`config.mk`:
```
export PLATFORM = sky130hd
export DESIGN_NAME = reg_write_arbiter
export DESIGN_NICKNAME = d
export VERILOG_FILES = /design/src/rtl/reg_write_arb_pkg.sv /design/src/rtl/reg_write_arbiter_rr_pick.sv /design/src/rtl/reg_write_arbiter.sv
export SDC_FILE = /design/constraint.sdc
export NUM_CORES = 1
export LEC_CHECK = 0
export ABC_AREA = 1
export CAP_MARGIN = 10
export CORE_ASPECT_RATIO = 0.5
export CORE_UTILIZATION = 25
export CTS_CLUSTER_SIZE = 25
export DETAILED_ROUTE_END_ITERATION = 8
export SLEW_MARGIN = 15
export SYNTH_ARGS = -nofsm -noshare
export SYNTH_HDL_FRONTEND = slang
export SYNTH_HIERARCHICAL = 1
export SYNTH_SLANG_ARGS = --single-unit
```
`constraint.sdc`:
```
create_clock -name clk -period 1.69 [get_ports clk]
set_clock_uncertainty 0.05 [all_clocks]
set_input_delay 0.338 -clock clk [delete_from_list [all_inputs] [get_ports clk]]
set_output_delay 0.338 -clock clk [all_outputs]
set_load 0.01 [all_outputs]
```
`src/rtl/reg_write_arb_pkg.sv`:
```
// Shared definitions for the register write arbiter slice.
//   arb_state_e : arbiter FSM states (ARB = arbitrate, OWN = grant held)
//   idx_w()     : width of a requester index (at least 1 bit)
//   DEF_*       : default NREQ / DW / MAX_HOLD values
package reg_write_arb_pkg;

    typedef enum logic {
        ARB = 1'b0,
        OWN = 1'b1
    } arb_state_e;

    localparam int unsigned DEF_NREQ     = 4;
    localparam int unsigned DEF_DW       = 8;
    localparam int unsigned DEF_MAX_HOLD = 4;

    // A single requester still needs a 1-bit index so ports never collapse to zero width.
    function automatic int unsigned idx_w(input int unsigned n);
        return (n < 2) ? 1 : $clog2(n);
    endfunction

endpackage

```
`src/rtl/reg_write_arbiter_rr_pick.sv`:
```
// rr_pick: combinational rotate-priority encoder.
//   req     [NREQ-1:0] : request vector
//   ptr     [IW-1:0]   : highest-priority index for this round
//   winner  [IW-1:0]   : first set request at or after ptr, wrapping modulo NREQ
//   any_req            : at least one request is set (winner valid)
module rr_pick
    import reg_write_arb_pkg::*;
#(
    parameter int unsigned NREQ = DEF_NREQ,
    parameter int unsigned IW   = idx_w(NREQ)
) (
    input  logic [NREQ-1:0] req,
    input  logic [IW-1:0]   ptr,
    output logic [IW-1:0]   winner,
    output logic            any_req
);

    logic [IW-1:0] cand;

    always_comb begin
        winner  = '0;
        any_req = 1'b0;
        cand    = '0;
        for (int unsigned i = 0; i < NREQ; i++) begin
            cand = IW'((32'(ptr) + i) % NREQ);
            if (!any_req && req[cand]) begin
                winner  = cand;
                any_req = 1'b1;
            end
        end
    end

endmodule

```
`src/rtl/reg_write_arbiter.sv`:
```
// reg_write_arbiter: round-robin arbiter owning a shared DW-bit register.
// Each tenure allows at most MAX_HOLD writes; one ARB cycle separates tenures.
//   clk, rst : rising-edge clock, asynchronous active-high reset
//   req      : per-requester level request
//   wdata    : requester i data in slice [i*DW +: DW]
//   gnt      : registered one-hot grant (zero when idle)
//   owner    : current owner index (valid while busy)
//   busy     : grant held
//   q        : shared register contents
//   upd      : high in the cycle after q was loaded
//   q_par    : even parity of q (only with REG_WRITE_ARB_PARITY_EN defined)
module reg_write_arbiter
    import reg_write_arb_pkg::*;
#(
    parameter int unsigned NREQ     = DEF_NREQ,
    parameter int unsigned DW       = DEF_DW,
    parameter int unsigned MAX_HOLD = DEF_MAX_HOLD
) (
    input  logic                      clk,
    input  logic                      rst,
    input  logic [NREQ-1:0]           req,
    input  logic [NREQ*DW-1:0]        wdata,
    output logic [NREQ-1:0]           gnt,
    output logic [idx_w(NREQ)-1:0]    owner,
    output logic                      busy,
    output logic [DW-1:0]             q,
    output logic                      upd
`ifdef REG_WRITE_ARB_PARITY_EN
    ,
    output logic                      q_par
`endif
);

    localparam int unsigned IW = idx_w(NREQ);
    localparam int unsigned HW = $clog2(MAX_HOLD + 1);

    if (MAX_HOLD < 1) begin : g_bad_hold
        $error("reg_write_arbiter: MAX_HOLD must be at least 1");
    end
    if (NREQ < 1 || NREQ > 16) begin : g_bad_nreq
        $error("reg_write_arbiter: NREQ must be in 1..16");
    end

    arb_state_e     state, state_n;
    logic [IW-1:0]  ptr, ptr_n, owner_n, winner;
    logic [HW-1:0]  hold_cnt, hold_n;
    logic [NREQ-1:0] gnt_n;
    logic [DW-1:0]  q_n;
    logic           upd_n, any_req, rel;

    rr_pick #(.NREQ(NREQ), .IW(IW)) u_pick (
        .req     (req),
        .ptr     (ptr),
        .winner  (winner),
        .any_req (any_req)
    );

    always_comb begin
        state_n = state;
        ptr_n   = ptr;
        owner_n = owner;
        hold_n  = hold_cnt;
        gnt_n   = gnt;
        q_n     = q;
        upd_n   = 1'b0;
        rel     = 1'b0;
        unique case (state)
            ARB: begin
                if (any_req) begin
                    gnt_n   = NREQ'(1) << winner;
                    owner_n = winner;
                    hold_n  = '0;
                    state_n = OWN;
                end
            end
            OWN: begin
                // A dropped request releases without writing, even on the cap cycle.
                if (req[owner]) begin
                    q_n    = DW'(wdata >> (owner * DW));
                    upd_n  = 1'b1;
                    hold_n = hold_cnt + HW'(1);
                    rel    = (hold_cnt == HW'(MAX_HOLD - 1));
                end else begin
                    rel = 1'b1;
                end
                if (rel) begin
                    gnt_n   = '0;
                    ptr_n   = (owner == IW'(NREQ - 1)) ? '0 : owner + IW'(1);
                    state_n = ARB;
                end
            end
            default: state_n = ARB;
        endcase
    end

    always_ff @(posedge clk or posedge rst) begin
        if (rst) begin
            state    <= ARB;
            ptr      <= '0;
            owner    <= '0;
            hold_cnt <= '0;
            gnt      <= '0;
            q        <= '0;
            upd      <= 1'b0;
        end else begin
            state    <= state_n;
            ptr      <= ptr_n;
            owner    <= owner_n;
            hold_cnt <= hold_n;
            gnt      <= gnt_n;
            q        <= q_n;
            upd      <= upd_n;
        end
    end

`ifdef REG_WRITE_ARB_PARITY_EN
    // q_n equals q when nothing is written, so parity tracks the loaded value.
    always_ff @(posedge clk or posedge rst) begin
        if (rst) q_par <= 1'b0;
        else     q_par <= ^q_n;
    end
`endif

    assign busy = (state == OWN);

endmodule
```
# Word level (Yosys, flattened, before mapping)
# Index checks and enable logic that the tools add are counted.
totals:
  regBits: 21
  in_bits: 38
  output_inout_bits: 16
classes:
  n_addsub: 5
  n_lt_le_gt_ge: 5
  n_eq_ne: 5
  shift: 2
  muxes: 32
  bitwise_logic: 1
  n_reduce_logical: 11
op_table:
  columns: ["operator", "n"]
  rows:
  - ["right shift 32 x 5 -> 8 bit", 1]
  - ["less-than comparator 2 x 3 -> 1 bit, second input constant", 5]
  - ["two-way mux 1 bit", 15]
  - ["binary-select mux 1 bit (select 2 bit)", 5]
  - ["two-way mux 2 bit", 5]
  - ["AND reduction 2 bit", 5]
  - ["two-way mux 4 bit", 2]
  - ["one-hot mux 4 bit (2 select lines)", 1]
  - ["two-way mux 3 bit", 2]
  - ["one-hot mux 3 bit (2 select lines)", 1]
  - ["adder 2 x 1 -> 2 bit, second input constant", 2]
  - ["adder 2 bit, second input constant", 2]
  - ["inequality test 2 x 1 -> 1 bit, second input constant", 2]
  - ["<< shifter 1 x 2 -> 4 bit, first input constant", 1]
  - ["adder 3 x 1 -> 3 bit, second input constant", 1]
  - ["== test 3 x 2 -> 1 bit, second input constant", 1]
  - ["logical AND 1 bit", 3]
  - ["logical NOT 1 bit", 3]
  - ["== test 2 bit, second input constant", 1]
  - ["inequality test 2 bit, second input constant", 1]
  - ["one-hot mux 1 bit (2 select lines)", 1]
  - ["NOT 1 bit", 1]

# Longest topological paths before layout
depth:
  ltp_word: 15
  ltp_mapped: 13

# Modules after synthesis
# The synthesis kept the hierarchy.
modules_own_cells:
  columns: ["module", "n_inst", "cells_each", "area_per_inst_um2", "seq_area_each_um2"]
  rows:
  - ["reg_write_arbiter", 1, 144, 1143.6, 525.5]
  - ["rr_pick", 1, 59, 319.1, 0.0]

# Least setup slack after synthesis
# Ideal clock, no wire load.
synth_path:
  path_type: "register -> register"
  startpoint: "register ptr[0]"
  endpoint: "register owner[1]"
  setup_ps: 126
  arrival_ps: 1362
  slack_ps: 151
  path_stages_with_launch: 11
  path_buffers: 2
  synth_period_minus_slack_ps: 1539
  cell_sequence: "dfrtp_1 -> buf_6 -> nand2_1 -> nand2_4 -> nand2_2 -> nand2_2 -> nor2_4 -> nand3b_1 -> nand2_1 -> buf_2 -> o21ai_0"
synth_between:
  elab_chain_len: 13
  elab_cells_between_ends: 26
synth_rtl:
  columns: ["item", "line_no", "rtl"]
  rows:
  - ["start, declared", "reg_write_arbiter.sv:45", "logic [IW-1:0] ptr, ptr_n, owner_n, winner;"]
  - ["start signal, assigned", "reg_write_arbiter.sv:107", "ptr <= ptr_n;"]
  - ["branches (longest 11 deep; another with adder 2 x 1 -> 2 bit)", null, null]
  - ["two-way mux 1 bit *", "reg_write_arbiter_rr_pick.sv:26", "if (!any_req && req[cand]) begin"]
  - ["net any_req", "reg_write_arbiter.sv:49", "logic upd_n, any_req, rel;"]
  - ["AND reduction 2 bit (no source line) *", null, null]
  - ["end signal, assigned", "reg_write_arbiter.sv:108", "owner <= owner_n;"]
  - ["end, declared", "reg_write_arbiter.sv:24", "output logic [idx_w(NREQ)-1:0] owner,"]
# Mark *: on every way through the listed nets, which the timed path passes. The select of a mux whose other input is x is not followed.
# A chain may end at the register's enable or synchronous reset.

# Final worst setup path
layout_path:
  startpoint: "register ptr[0]"
  endpoint: "register owner[1]"
layout_between:
  elab_cells_between_ends: 26
layout_rtl:
  columns: ["item", "line_no"]
  rows:
  - ["branches (longest 11 deep; another with adder 2 x 1 -> 2 bit)", null]
  - ["two-way mux 2 bit *", "reg_write_arbiter_rr_pick.sv:26"]
  - ["net winner[1]", "reg_write_arbiter.sv:45"]
# Marks and branches as above.

==> results.ini <==
[clock_tree]
cts_tree=yes
cts_buffers=3
htree_levels=1
clk_pin_slew_ps=60
cts_hold_buf=0
cts_buffer_depth=2
clk_latency_ps=250
cts_sinks=21
cts-root-buf=clkbuf_16

[power_and_ir_drop]
p_sw_w=0.00193
p_leak_nw=1.12
vdd_ir_drop_max_mv=0.504
switching_share_pct=45.0
power_w=0.00429
clkPwrFrac_pct=11.7
power_density_nw_per_um2=1840
p_seq_share_pct=21.7
combinationalPowerShare_pct=66.6
p_int_w=0.00236

[drt]
dr.first_iter.drc_count=35
ant_nets=0
routed_wl_um=4150
viasPerCell=4.51
drc_errors=0
vias=1578
first_pass_iters=4
routedWlPerCell_um=11.9

[critical_path]
critPathMaxStageDelay_ps=460
worstPathArrival_ps=1780
cp_top_family=flip-flops
end_kind=flip-flop
critPathKind=reg2reg
cp_data_required_time_ps=1800
path_common_cell=nand2_1
crit_buf_inv=4
cp-start-kind=flip-flop
path_cells=inv_4 > nand2_1 > nand2_2 > nand2_2 > buf_4 > buf_4 > nand2_1 > nand2_1 > nand3_2 > inv_1 > o21ai_0
slowest_stage=dfrtp_2
cp_max_fo=8

[yosys]
synth_warnings=6
synth_edf_count=0
synth_top_area_cell=dfrtp_1
syn_avg_cell_area_um2=7.21
synth_top_cell_area_share_pct=35.9
synth_cell_types=25
syn_area_um2=1460
async_flop_share_pct=100
syn_inst=203
netlist_top_cells_area=dfrtp_1 (36%), nand2_1 (16%), o21ai_0 (6.8%)
synth.net_count=244
yosysMostFrequentCell=nand2_1
ys.flop_type=dfrtp_1
synthTopCellsByCount=nand2_1 (62), dfrtp_1 (21), o21ai_0 (20), nor2_1 (17), nand3_1 (16)
ys_seq_elements=21
ys_seq_area_share_pct=35.9

[floorplan]
initial_utilization_pct=26.3
die_area_um2=6180
fp.dieH_um=56.1
core_um2=5560
boundaryPins=54
row_count=19
fp.dieW_um=110

[global_routing]
antenna_found_initial=0
overflow=0
grt_pass1_wl_um=6900
grt_pass1_vias=1526
grt_max_degree=22
grt_use_total_pct=14.3

[timing]
fmax_mhz=599
maxSlewHeadroom_pct=81.0
rsz0062_at_grt=true
setup_viol=0
tightestPinTransition_ps=285
finalHoldViolCount=0
fin_crit_ps=1670
setup_tns_ps=0
drv_slew=0
setup_ws_ps=21.0
finalCritPeriodShare_pct=98.8

[cells_and_area]
seq_area_um2=529
design_area_um2=2330
n_fill_cell=573
multi_input_area_um2=840
final_layout_size_suffix_gt1_share_pct=25.3
antenna_cells=0
final_nets=319
final_core_util_pct=41.9
area_growth_pct=59.5

[flow_run]
drv_cap=0

[place]
io_buffers=53
place_hpwl_um=3290
globalplace.congestion=0.786
pre_cts_ws_ps=-304
dpl_cell_area_um2=2190

[hold_path]
hold_class=in2async

[outcome]
outcome=completed

[power groups by stage]
stage	combinational [W]	sequential [W]	clock [W]
detailed placement	0.00267	0.000933	0
finish	0.00286	0.000932	0.000503
CTS	0.00273	0.000927	0.000521
global route	0.00318	0.000963	0.000544
global placement	0.00263	0.000924	0
floorplan	0.00164	0.000968	0
[registers in the layout, indices dropped and copies added (netlist names)]
register	flops
busy	1
upd	1
ptr	2
q	8
hold_cnt	3
gnt	4
owner	2
[worst reg2reg max path: stages (launching register included)]
cell     delay, ps
dfrtp_2        460
inv_4          130
nand2_1         70
nand2_2        100
nand2_2         70
buf_4          130
buf_4          110
nand2_1         40
nand2_1         60
nand3_2        100
inv_1           70
o21ai_0        180
[per-stage QoR]
| stage | hold slack, ps | instances |
|---|---|---|
| finish | 371 | 350 |
| global route | 415 | 350 |
| CTS | 380 | 348 |
| detailed placement | 422 | 343 |
| global placement | 417 | 343 |
| floorplan | 265 | 203 |
[timing repair]
item	in CTS	in global routing
resized for setup	7	15
endpoints found under the setup margin	12	10
pin swaps	0	6
setup buffers	1	1
gates cloned	0	1
[cell usage in the layout, fill, tap and decap left out, types with 4 or more instances in the layout]
master           netlist  routed
nand2_1               62      60
clkdlybuf4s50_1        0      50
buf_4                  1      20
dfrtp_1               21      18
nor2_1                17      17
o21ai_0               20      17
nand2_2               12      14
nand3_1               16      13
inv_1                 14      12
nand3_2                6       9
o22ai_1                8       8
inv_2                  3       4
[logic make-up after synthesis]
| group | synth area share [%] |
|---|---|
| compound gates | 11.9 |
| fa+ha+maj | 2.57 |
| buf+inv | 8.55 |
| flops | 35.9 |
| simple gates | 41.1 |
[metal layers]
layer,track usage (%),up-vias,wire (µm)
met4,3.95,0,58
met1,17.6,738,1860
met2,25.7,30,2130
met5,0,-,0
li1,-,804,-
met3,2.46,6,103
[final cells by class]
class / instances / share of cell area [%]
Tap cell: 73 / 3.91
Multi-Input combinational cell: 157 / 36.0
Clock inverter: 1 / 0.322
Sequential cell: 21 / 22.7
Clock buffer: 3 / 3.22
Timing Repair Buffer: 77 / 30.8
Inverter: 18 / 3.06
[path summary, 6_finish.rpt]
check	end	startpoint	slack [ps]	cells after the start
worst min-delay path	q[4]	rst	370	3
min in group clk	q[6]	q[6]	430	2
worst max register to register	owner[1]	ptr[0]	20	11
worst min register to register	q[6]	q[6]	430	2
worst max-delay path	owner[1]	ptr[0]	20	11
max in group asynchronous	ptr[0]	rst	980	3
Note: power is estimated with default switching activity, not from simulation.
